File: config.mk
export PLATFORM = sky130hd
export DESIGN_NAME = iserdes2_word_align
export DESIGN_NICKNAME = d
export VERILOG_FILES = /design/src/rtl/iserdes2_pkg.sv /design/src/rtl/iserdes2_lane_align.sv /design/src/rtl/iserdes2_word_align.sv
export SDC_FILE = /design/constraint.sdc
export NUM_CORES = 1
export LEC_CHECK = 0
export CAP_MARGIN = 5
export CORE_ASPECT_RATIO = 0.6
export CORE_MARGIN = 2
export CORE_UTILIZATION = 40
export CTS_CLUSTER_SIZE = 30
export DETAILED_ROUTE_END_ITERATION = 10
export HOLD_SLACK_MARGIN = 0.1
export MAX_ROUTING_LAYER = met4
export PLACE_DENSITY = 0.67
export RECOVER_POWER = 50
export SYNTH_ARGS = -nofsm -noshare
export SYNTH_HDL_FRONTEND = slang
export SYNTH_HIERARCHICAL = 1
export SYNTH_SLANG_ARGS = --single-unit
export TNS_END_PERCENT = 100
File: constraint.sdc
create_clock -name clkdiv -period 2.8 [get_ports clkdiv]
set_input_delay 0.56 -clock clkdiv [delete_from_list [all_inputs] [get_ports clkdiv]]
set_output_delay 0.56 -clock clkdiv [all_outputs]
set_load 0.02 [all_outputs]
File: src/rtl/iserdes2_pkg.sv
// Shared definitions for the ISERDES2 word-alignment trainer: lane FSM
// states, default training pattern and error-counter helpers.
package iserdes2_pkg;

  // Per-lane training FSM states
  typedef enum logic [2:0] {
    ST_IDLE   = 3'd0,
    ST_CHECK  = 3'd1,
    ST_SLIP   = 3'd2,
    ST_SETTLE = 3'd3,
    ST_LOCKED = 3'd4,
    ST_FAIL   = 3'd5
  } lane_state_e;

  localparam logic [7:0] TRAIN_PATTERN_DEFAULT = 8'h0F;
  localparam int         ERR_CNT_WIDTH         = 16;

  // Saturating increment for the post-lock error counters
  function automatic logic [ERR_CNT_WIDTH-1:0] err_sat_inc(input logic [ERR_CNT_WIDTH-1:0] value);
    logic [ERR_CNT_WIDTH-1:0] result;
    if (value == {ERR_CNT_WIDTH{1'b1}}) begin
      result = value;
    end else begin
      result = value + {{(ERR_CNT_WIDTH-1){1'b0}}, 1'b1};
    end
    return result;
  endfunction

endpackage

File: src/rtl/iserdes2_lane_align.sv
// One lane of the word-alignment trainer: compares the lane word against the
// training pattern, pulses bitslip until it holds, then reports lock or fail.
// Optional post-lock error counter built when ISERDES2_WORD_ALIGN_ERRCNT_EN is defined.
module iserdes2_lane_align
  import iserdes2_pkg::*;
#(
  parameter int                    DATA_WIDTH    = 8,
  parameter logic [DATA_WIDTH-1:0] TRAIN_PATTERN = DATA_WIDTH'(TRAIN_PATTERN_DEFAULT),
  parameter int                    MATCH_COUNT   = 16,
  parameter int                    SETTLE_CYCLES = 4,
  parameter int                    MAX_SLIPS     = DATA_WIDTH
) (
  input  logic                     clkdiv,
  input  logic                     reset_n,
  input  logic                     train_start,
  input  logic [DATA_WIDTH-1:0]    lane_word,
  output logic                     bitslip,
  output logic                     locked,
  output logic                     fail,
  output logic [ERR_CNT_WIDTH-1:0] err_cnt
);

  localparam int MATCH_W  = $clog2(MATCH_COUNT + 1);
  localparam int SLIP_W   = $clog2(MAX_SLIPS + 1);
  localparam int SETTLE_W = $clog2(SETTLE_CYCLES + 1);

  lane_state_e         state_r;
  logic [MATCH_W-1:0]  match_cnt_r;
  logic [SLIP_W-1:0]   slip_cnt_r;
  logic [SETTLE_W-1:0] settle_cnt_r;
  logic                bitslip_r;
  logic                locked_r;
  logic                fail_r;
  logic                match_s;

  assign match_s = (lane_word == TRAIN_PATTERN);

  // Lane training FSM with its counters and registered decoded outputs
  always_ff @(posedge clkdiv or negedge reset_n) begin
    if (!reset_n) begin
      state_r      <= ST_IDLE;
      match_cnt_r  <= {MATCH_W{1'b0}};
      slip_cnt_r   <= {SLIP_W{1'b0}};
      settle_cnt_r <= {SETTLE_W{1'b0}};
      bitslip_r    <= 1'b0;
      locked_r     <= 1'b0;
      fail_r       <= 1'b0;
    end else if (train_start) begin
      state_r      <= ST_CHECK;
      match_cnt_r  <= {MATCH_W{1'b0}};
      slip_cnt_r   <= {SLIP_W{1'b0}};
      settle_cnt_r <= {SETTLE_W{1'b0}};
      bitslip_r    <= 1'b0;
      locked_r     <= 1'b0;
      fail_r       <= 1'b0;
    end else begin
      case (state_r)
        ST_IDLE: begin
          state_r <= ST_IDLE;
        end
        ST_CHECK: begin
          if (match_s) begin
            match_cnt_r <= match_cnt_r + MATCH_W'(1);
            if (match_cnt_r == MATCH_W'(MATCH_COUNT - 1)) begin
              state_r  <= ST_LOCKED;
              locked_r <= 1'b1;
            end else begin
              state_r <= ST_CHECK;
            end
          end else if (slip_cnt_r == SLIP_W'(MAX_SLIPS)) begin
            state_r <= ST_FAIL;
            fail_r  <= 1'b1;
          end else begin
            state_r   <= ST_SLIP;
            bitslip_r <= 1'b1;
          end
        end
        ST_SLIP: begin
          // Slip count stops at MAX_SLIPS because CHECK fails the lane there
          slip_cnt_r   <= slip_cnt_r + SLIP_W'(1);
          settle_cnt_r <= {SETTLE_W{1'b0}};
          bitslip_r    <= 1'b0;
          state_r      <= ST_SETTLE;
        end
        ST_SETTLE: begin
          match_cnt_r <= {MATCH_W{1'b0}};
          if (settle_cnt_r == SETTLE_W'(SETTLE_CYCLES - 1)) begin
            state_r <= ST_CHECK;
          end else begin
            settle_cnt_r <= settle_cnt_r + SETTLE_W'(1);
          end
        end
        ST_LOCKED: begin
          state_r <= ST_LOCKED;
        end
        ST_FAIL: begin
          state_r <= ST_FAIL;
        end
        default: begin
          state_r   <= ST_IDLE;
          bitslip_r <= 1'b0;
          locked_r  <= 1'b0;
          fail_r    <= 1'b0;
        end
      endcase
    end
  end

  assign bitslip = bitslip_r;
  assign locked  = locked_r;
  assign fail    = fail_r;

`ifdef ISERDES2_WORD_ALIGN_ERRCNT_EN
  logic [ERR_CNT_WIDTH-1:0] err_cnt_r;

  // Saturating count of pattern mismatches seen while locked
  always_ff @(posedge clkdiv or negedge reset_n) begin
    if (!reset_n) begin
      err_cnt_r <= {ERR_CNT_WIDTH{1'b0}};
    end else if (train_start) begin
      err_cnt_r <= {ERR_CNT_WIDTH{1'b0}};
    end else if ((state_r == ST_LOCKED) && !match_s) begin
      err_cnt_r <= err_sat_inc(err_cnt_r);
    end else begin
      err_cnt_r <= err_cnt_r;
    end
  end

  assign err_cnt = err_cnt_r;
`else
  assign err_cnt = {ERR_CNT_WIDTH{1'b0}};
`endif

endmodule

File: src/rtl/iserdes2_word_align.sv
// Two-lane word-alignment trainer sitting behind the ISERDES2 PHY. Lane A is
// din[7:0], lane B is din[15:8]; each lane trains independently.
// Optional feature macro: ISERDES2_WORD_ALIGN_ERRCNT_EN (post-lock error counters).
module iserdes2_word_align
  import iserdes2_pkg::*;
#(
  parameter int                    DATA_WIDTH    = 8,
  parameter logic [DATA_WIDTH-1:0] TRAIN_PATTERN = DATA_WIDTH'(TRAIN_PATTERN_DEFAULT),
  parameter int                    MATCH_COUNT   = 16,
  parameter int                    SETTLE_CYCLES = 4,
  parameter int                    MAX_SLIPS     = DATA_WIDTH
) (
  input  logic                      clkdiv,
  input  logic                      reset_n,
  input  logic                      train_start,
  input  logic [2*DATA_WIDTH-1:0]   din,
  output logic                      bitslip_a,
  output logic                      bitslip_b,
  output logic                      locked_a,
  output logic                      locked_b,
  output logic                      fail_a,
  output logic                      fail_b,
  output logic                      done,
  output logic [2*DATA_WIDTH-1:0]   dout,
  output logic                      dout_valid,
  output logic [ERR_CNT_WIDTH-1:0]  err_cnt_a,
  output logic [ERR_CNT_WIDTH-1:0]  err_cnt_b
);

  logic [2*DATA_WIDTH-1:0] dout_r;

  iserdes2_lane_align #(
    .DATA_WIDTH    (DATA_WIDTH),
    .TRAIN_PATTERN (TRAIN_PATTERN),
    .MATCH_COUNT   (MATCH_COUNT),
    .SETTLE_CYCLES (SETTLE_CYCLES),
    .MAX_SLIPS     (MAX_SLIPS)
  ) u_lane_a (
    .clkdiv      (clkdiv),
    .reset_n     (reset_n),
    .train_start (train_start),
    .lane_word   (din[DATA_WIDTH-1:0]),
    .bitslip     (bitslip_a),
    .locked      (locked_a),
    .fail        (fail_a),
    .err_cnt     (err_cnt_a)
  );

  iserdes2_lane_align #(
    .DATA_WIDTH    (DATA_WIDTH),
    .TRAIN_PATTERN (TRAIN_PATTERN),
    .MATCH_COUNT   (MATCH_COUNT),
    .SETTLE_CYCLES (SETTLE_CYCLES),
    .MAX_SLIPS     (MAX_SLIPS)
  ) u_lane_b (
    .clkdiv      (clkdiv),
    .reset_n     (reset_n),
    .train_start (train_start),
    .lane_word   (din[2*DATA_WIDTH-1:DATA_WIDTH]),
    .bitslip     (bitslip_b),
    .locked      (locked_b),
    .fail        (fail_b),
    .err_cnt     (err_cnt_b)
  );

  // Forward PHY data every cycle, independent of lock state
  always_ff @(posedge clkdiv or negedge reset_n) begin
    if (!reset_n) begin
      dout_r <= {(2*DATA_WIDTH){1'b0}};
    end else begin
      dout_r <= din;
    end
  end

  assign dout = dout_r;

  // Both terms are register outputs, so these stay glitch-free
  assign done       = (locked_a | fail_a) & (locked_b | fail_b);
  assign dout_valid = locked_a & locked_b;

endmodule
==> flow_metrics.py <==
metrics = {
    "clock_network": {
        "cts_repair_resize_count": 0,
        "holdBufCountCts": 0,
        "cts.clk_slew.worst_paths_ns": 0.07,
        "insertion_delay_ns": 0.29,
        "post_cts_setup_buffer_count": 0,
        "max-clock-path-buffers": 2,
        "cts_sinks": 52,
        "cts_tree": "yes",
        "cts_made_buffers": 5,
        "htree_num_levels": 2,
        "cts.root.buffer_cell": "clkbuf_16",
    },
    "critical_path": {
        "worstRegToRegCells": 5,
        "r2r_setup_slack_ns": 0.94,
        "r2r_start": "u_lane_a/state_r[1]",
        "crit_path_end_kind": "flip-flop",
        "timing.critical_path.from": "din[5]",
        "r2r-end": "u_lane_a/locked",
        "cp_max_fanout": 5,
        "setup.worst_path.end": "u_lane_a/match_cnt_r[4]",
        "cp_data_required_time_ns": 2.98,
        "worst-setup-path-type": "primary input to flip-flop",
        "cp_data_arrival_time_ns": 2.31,
        "startpoint_type": "primary input",
    },
    "yosys": {
        "yosys-top-cells-area": "dfrtp_1, buf_4, ha_1, nor2_1, inv_1",
        "synth_most_common_cell": "dfrtp_1",
        "synth.yosys.warnings": 6,
        "ys_async_sr_fraction": 1.00,
        "synth-seq-cells": 52,
        "yosys.area.top_type_share": 0.439,
        "avgSynthCellArea_um2": 9.92,
        "synth_area_leader_cell": "dfrtp_1",
        "synth.top_cells.by_count": "dfrtp_1, buf_4, nor2_1",
        "yosys.cell_types.count": 55,
        "syn_area_mm2": 0.00297,
        "syn-instance-count": 299,
        "synth-edff-count": 0,
        "ys.flop_type": "dfrtp_1",
        "share_of_the_yosys_chip_area_belonging_to_registers": 0.439,
    },
    "place": {
        "place_congestion": 0.884,
        "numPlacedInstances": 422,
        "port_buffers": 42,
        "dp.final_hpwl_um": 4290,
    },
    "power_and_ir_drop": {
        "power.leakage_nw": 1.54,
        "internal_power_mw": 1.27,
        "power_frac_clock": 0.342,
        "vdd_drop_max_mv": 0.255,
        "power.total_mw": 1.83,
        "switchingPower_mw": 0.558,
        "seqPwrFrac": 0.463,
        "comb_power_share": 0.195,
        "power.share.switching": 0.306,
        "power.density_cell_area_mw_per_mm2": 527,
    },
    "drt": {
        "detail_route.vias_per_cell": 5.14,
        "drt_iter0_drc": 114,
        "num_vias": 2211,
        "drc": 0,
        "post_route_ant_nets": 0,
        "routed_wirelength_um": 5870,
        "first_pass_drt_iterations": 4,
        "avgRoutedWirePerCell_um": 13.7,
    },
    "sta": {
        "max_freq_mhz": 469,
        "setup-violations-final": 0,
        "tns_ns": 0,
        "final.setup_skew_ns": 0.0109,
        "rsz0062_at_grt": "no",
        "min_period_over_period": 0.761,
        "timing.slew.headroom": 0.144,
        "final_period_minus_worst_setup_slack_ns": 2.13,
        "max_slew.worst_pin.slew_ns": 1.28,
        "final_hold_viol_count": 0,
        "maxSlewViolCount": 0,
    },
    "floorplan": {
        "dieArea_mm2": 0.00814,
        "core_mm2": 0.00721,
        "row_count": 24,
        "die_width_um": 115,
        "floorplan.initialDensity": 0.411,
        "fp.dieH_um": 70.7,
        "pin_count": 75,
    },
    "layout": {
        "layout.filler_cells": 694,
        "synthToLayoutAreaGrowth_pct": 16.9,
        "antennaDiodeCount": 0,
        "final_nets": 375,
        "stdcell_count": 430,
        "drive_above_1_share": 0.0678,
    },
    "worst_hold_path": {
        "worstHoldPathType": "flip-flop to flip-flop",
    },
    "grt": {
        "track_usage": 0.157,
        "grt_remaining_overflow": 0,
        "grt_start_max_net_pins": 53,
        "grt_antenna_before_repair": 0,
        "vias_in_the_first_global_route": 2040,
        "grt_pass1_wl_um": 9830,
    },
    "run": {
        "drv_cap": 0,
    },
    "outcome": {
        "outcome": "complete, no violations",
    },
}
per-stage QoR:
step | worst slack [ns] | util | instance area, um2 | hold WS (ns)
5_1_grt | 0.527 | 0.481 | 3470 | 0.581
3_5_place_dp | 0.486 | 0.460 | 3320 | 0.536
2_1_floorplan | 1.12 | - | 3080 | 0.264
4_1_cts | 0.723 | 0.481 | 3470 | 0.405
6_report | 0.668 | 0.481 | 3470 | 0.549
3_3_place_gp | 0.564 | 0.460 | 3320 | 0.524
metal layers:
| layer | global-route usage | routed length, um | up-vias |
|---|---|---|---|
| li1 | - | - | 1053 |
| met1 | 0.222 | 2930 | 1057 |
| met2 | 0.222 | 2380 | 94 |
| met3 | 0.0394 | 488 | 7 |
| met4 | 0.0469 | 72 | 0 |
| met5 | - | 0 | - |
logic make-up (layout without fill, tap and decap cells):
group | Yosys count | after routing | share of synthesized area
AND/OR/NAND/NOR | 93 | 93 | 0.181
buffers and inverters | 65 | 75 | 0.133
AO/OA/AOI/OAI | 59 | 59 | 0.137
flip-flops | 52 | 52 | 0.439
adder cells (fa/ha/maj) | 18 | 18 | 0.0760
XOR/XNOR | 6 | 6 | 0.0177
multiplexers | 4 | 4 | 0.0139
other | 2 | 32 | 0.00253
worst min-delay path by stage:
stage                                    end  cells past startpoint                    start
finish                u_lane_a/slip_cnt_r[3]                      2   u_lane_a/slip_cnt_r[3]
detailed placement    u_lane_a/slip_cnt_r[3]                      2   u_lane_a/slip_cnt_r[3]
CTS                 u_lane_b/settle_cnt_r[2]                      2                  reset_n
global route          u_lane_b/slip_cnt_r[3]                      2   u_lane_b/slip_cnt_r[3]
floorplan                            dout[0]                      0                  reset_n
global placement     u_lane_b/match_cnt_r[0]                      1  u_lane_b/match_cnt_r[0]
worst max-delay path, stage by stage:
cell	delay (ns)
dlygate4sd3_1	0.59
nor4_4	0.42
a21oi_1	0.20
nor2_1	0.18
mux2_2	0.36
power groups by stage:
stage / sequential [mW] / combinational, mW / clock, mW
6_report: 0.845 / 0.356 / 0.625
5_1_grt: 0.852 / 0.396 / 0.678
4_1_cts: 0.844 / 0.360 / 0.648
3_5_place_dp: 0.859 / 0.359 / 0
3_3_place_gp: 0.858 / 0.357 / 0
2_1_floorplan: 0.849 / 0.288 / 0
area by class of cell:
class,count,area (um2),area share
multi-input combinational,212,1380,0.399
sequential,52,1300,0.375
timing repair buffer,45,435,0.126
inverter,22,82.6,0.0238
clock inverter,3,26.3,0.00758
tap,91,114,0.0329
clock buffer,5,125,0.0361
state kept, by name, indices dropped and copies added (netlist names):
register,count
dout,16
u_lane_a/bitslip,1
u_lane_a/fail,1
u_lane_a/locked,1
u_lane_a/match_cnt_r,5
u_lane_a/settle_cnt_r,3
u_lane_a/slip_cnt_r,4
u_lane_a/state_r,3
u_lane_b/bitslip,1
u_lane_b/fail,1
u_lane_b/locked,1
u_lane_b/match_cnt_r,5
u_lane_b/settle_cnt_r,3
u_lane_b/slip_cnt_r,4
u_lane_b/state_r,3
cell usage in the layout, fill, tap and decap left out, types with 2 or more instances in the layout:
cell / n
a22oi_1: 4
nand3_1: 4
or4_1: 2
clkdlybuf4s50_1: 25
a31oi_1: 5
o21ai_0: 8
clkinvlp_4: 2
a211oi_1: 2
nand2b_4: 2
dfrtp_1: 52
inv_1: 22
nor3b_1: 4
xor2_1: 4
or3_1: 4
buf_4: 2
and2_1: 3
nand3b_1: 3
a21o_1: 3
mux2i_1: 3
clkbuf_16: 5
o32ai_1: 3
nor3_1: 5
nand2_1: 13
nor2b_1: 3
and3_1: 4
o31ai_1: 4
nand2b_1: 5
nand4_1: 4
nor4_4: 2
a32oi_1: 2
conb_1: 32
a21oi_1: 16
ha_1: 18
xnor2_1: 2
dlygate4sd3_1: 16
nor2_1: 28
(Power assumes the default switching activity.)
==> RTL change (same flow settings) <==
`DATA_WIDTH` is set to 8 in 2 places; all go to 16.
--- a/src/rtl/iserdes2_lane_align.sv
+++ b/src/rtl/iserdes2_lane_align.sv
@@ -4,7 +4,7 @@
 module iserdes2_lane_align
   import iserdes2_pkg::*;
 #(
-  parameter int                    DATA_WIDTH    = 8,
+  parameter int                    DATA_WIDTH    = 16,
   parameter logic [DATA_WIDTH-1:0] TRAIN_PATTERN = DATA_WIDTH'(TRAIN_PATTERN_DEFAULT),
   parameter int                    MATCH_COUNT   = 16,
   parameter int                    SETTLE_CYCLES = 4,
--- a/src/rtl/iserdes2_word_align.sv
+++ b/src/rtl/iserdes2_word_align.sv
@@ -4,7 +4,7 @@
 module iserdes2_word_align
   import iserdes2_pkg::*;
 #(
-  parameter int                    DATA_WIDTH    = 8,
+  parameter int                    DATA_WIDTH    = 16,
   parameter logic [DATA_WIDTH-1:0] TRAIN_PATTERN = DATA_WIDTH'(TRAIN_PATTERN_DEFAULT),
   parameter int                    MATCH_COUNT   = 16,
   parameter int                    SETTLE_CYCLES = 4,
Interface: changed (resized din and dout); port bits go from 75 to 107. The function was not compared with the original's and may differ.
==> RTL change against the unedited design <==
- the run now ends with max-capacitance violations, max-slew violations left
- cell area up 30%
- die area increased by 15%
- setup slack worse by 360 ps
- total power increased by 48%
- sequential cell count grew 18
- area after synthesis up 16%
- wire length is 23% higher
- via count rose by 9.8%
- sequential power up 29%
- critical endpoint is now u_lane_b/match_cnt_r[4]$_DFFE_PN0P_
- largest cell class is now sequential cells
- largest power group is now clock
==> RTL change: results (changes against the unedited design) <==
Finish
  • Fill cell count: 748 (+7.8%)
  • Max reg flops: 32 (+16)
  • Fraction of cell area in non-clock buffers: 17.4% (+4.9 points)
  • Inverters: 15 (-32%)
  • Clock buf count: 9 (+4)
  • Bufs w/o clock: 79 (+76%)
  • Sequential fraction of total cell area: 39.0% (+1.4 points)
  • Seq cells: 70 (+35%)
  • Final clock-cell share: 7.51% (+3.1 points)
  • Layout Utilization: 53.4% (+5.3 points)

STA
  • Slew HR: -8.52% (-23 points)
  • Max Slew Vio Count: 28 (+28)
  • Max Freq: 402 MHz (-14%)
  • Hold Slack: 530 ps (-18.6 ps)

Detailed routing
  • Routed WL per cell: 14.5 microns (+6.0%)
  • Wire length on met1: 3.35 mm (+14%)
  • Routed via count: 2428 (+9.8%)
  • DR iter-0 viols: 141 (+24%)
  • DR WL met3: 487 microns (-0.20%)

Logic synthesis
  • Synth cell types: 62 (+13%)
  • Seq/Total Area, Yosys: 51.1% (+7.2 points)
  • Top cells by count, synth: 70 x dfrtp_1, 32 x buf_4, 23 x nor2_1
  • Post-synthesis mux area share: 2.12% (+0.73 points)
  • XOR/XNOR Fraction of Synth Area: 2.04% (+0.27 points)
  • Area contributors post-synth: dfrtp_1 51%, buf_4 7.0%, ha_1 5.1%
  • Post-synthesis compound-gate area fraction: 8.47% (-5.2 points)
  • Avg Cell Area, Syn: 11.2 sq um (+13%)
  • Adder-cell share of the synthesized area: 5.11% (-2.5 points)
  • Share of the synthesized area in the top cell type: 51.1% (+7.2 points)

CTS
  • H-tree depth: 3 (+1)
  • Cts bufs inserted: 9 (+4)

Power and ir drop
  • Lkg Pwr: 1.95 nW (+27%)

Placed design
  • DP Area: 0.00416 sq mm (+25%)
  • Worst slack, placed: 100 ps (-386 ps)
  • Placer Congestion: 0.904 (+2.4%)
  • DP Cell Count: 484 (+15%)

Setup path
  • Worst R2R Path Depth: 4 (-1)
  • Reg2reg start: u_lane_b/state_r[0]$_DFFE_PN0P_
  • CP Capture Point: u_lane_b/match_cnt_r[4]$_DFFE_PN0P_

Global routing
  • Largest net degree at the start of global routing: 44 (-17%)
  • Overall global routing resource usage: 17.4% (+1.7 points)
  • Global-route wire length before repair: 11.8 mm (+20%)

Job
  • Max Cap Viol: 1 (+1)

Run status
  • Failing checks: max-capacitance violations, max-slew violations
  • Status: finished with violations

Min path
  • Hold_sp: u_lane_a/settle_cnt_r[2]$_DFFE_PN0P_
## RTL change: cell types whose count changed after synthesis, sizes merged, moves of 4 or more
cell,before,now
a21o,4,0
a21oi,16,11
dfrtp,52,70
ha,18,14
inv,22,15
nand3,4,15
nor2,28,23
o21ai,8,3
## RTL change: cell families after synthesis
| logic type | after synthesis |
|---|---|
| muxes | 7 |
| adders and majority gates | 14 |
| AOI/OAI and AO/OA | 39 |
| buffers and inverters | 59 |
| xor gates and xnor gates | 8 |
| DFF | 70 |
| other | 2 |
| and+or+nand+nor | 108 |
## RTL change: power breakdown
group          internal [mW]  switching (mW)
sequential              1.05          0.0350
clock                  0.864           0.427
combinational          0.124           0.193
total                   2.04           0.655
## RTL change: worst register-to-register path: stages, from the launching register on
cell and delay [ps]:
dfrtp_1 540, nor3b_1 510, nand2_1 260, or3_1 360, o311ai_1 80
## RTL change: routing by layer
metal  GRT usage [%]  up-vias
met5               -        -
met4            6.06        0
met3            5.91        9
met2            25.6       74
met1            22.7     1172
li1                -     1173
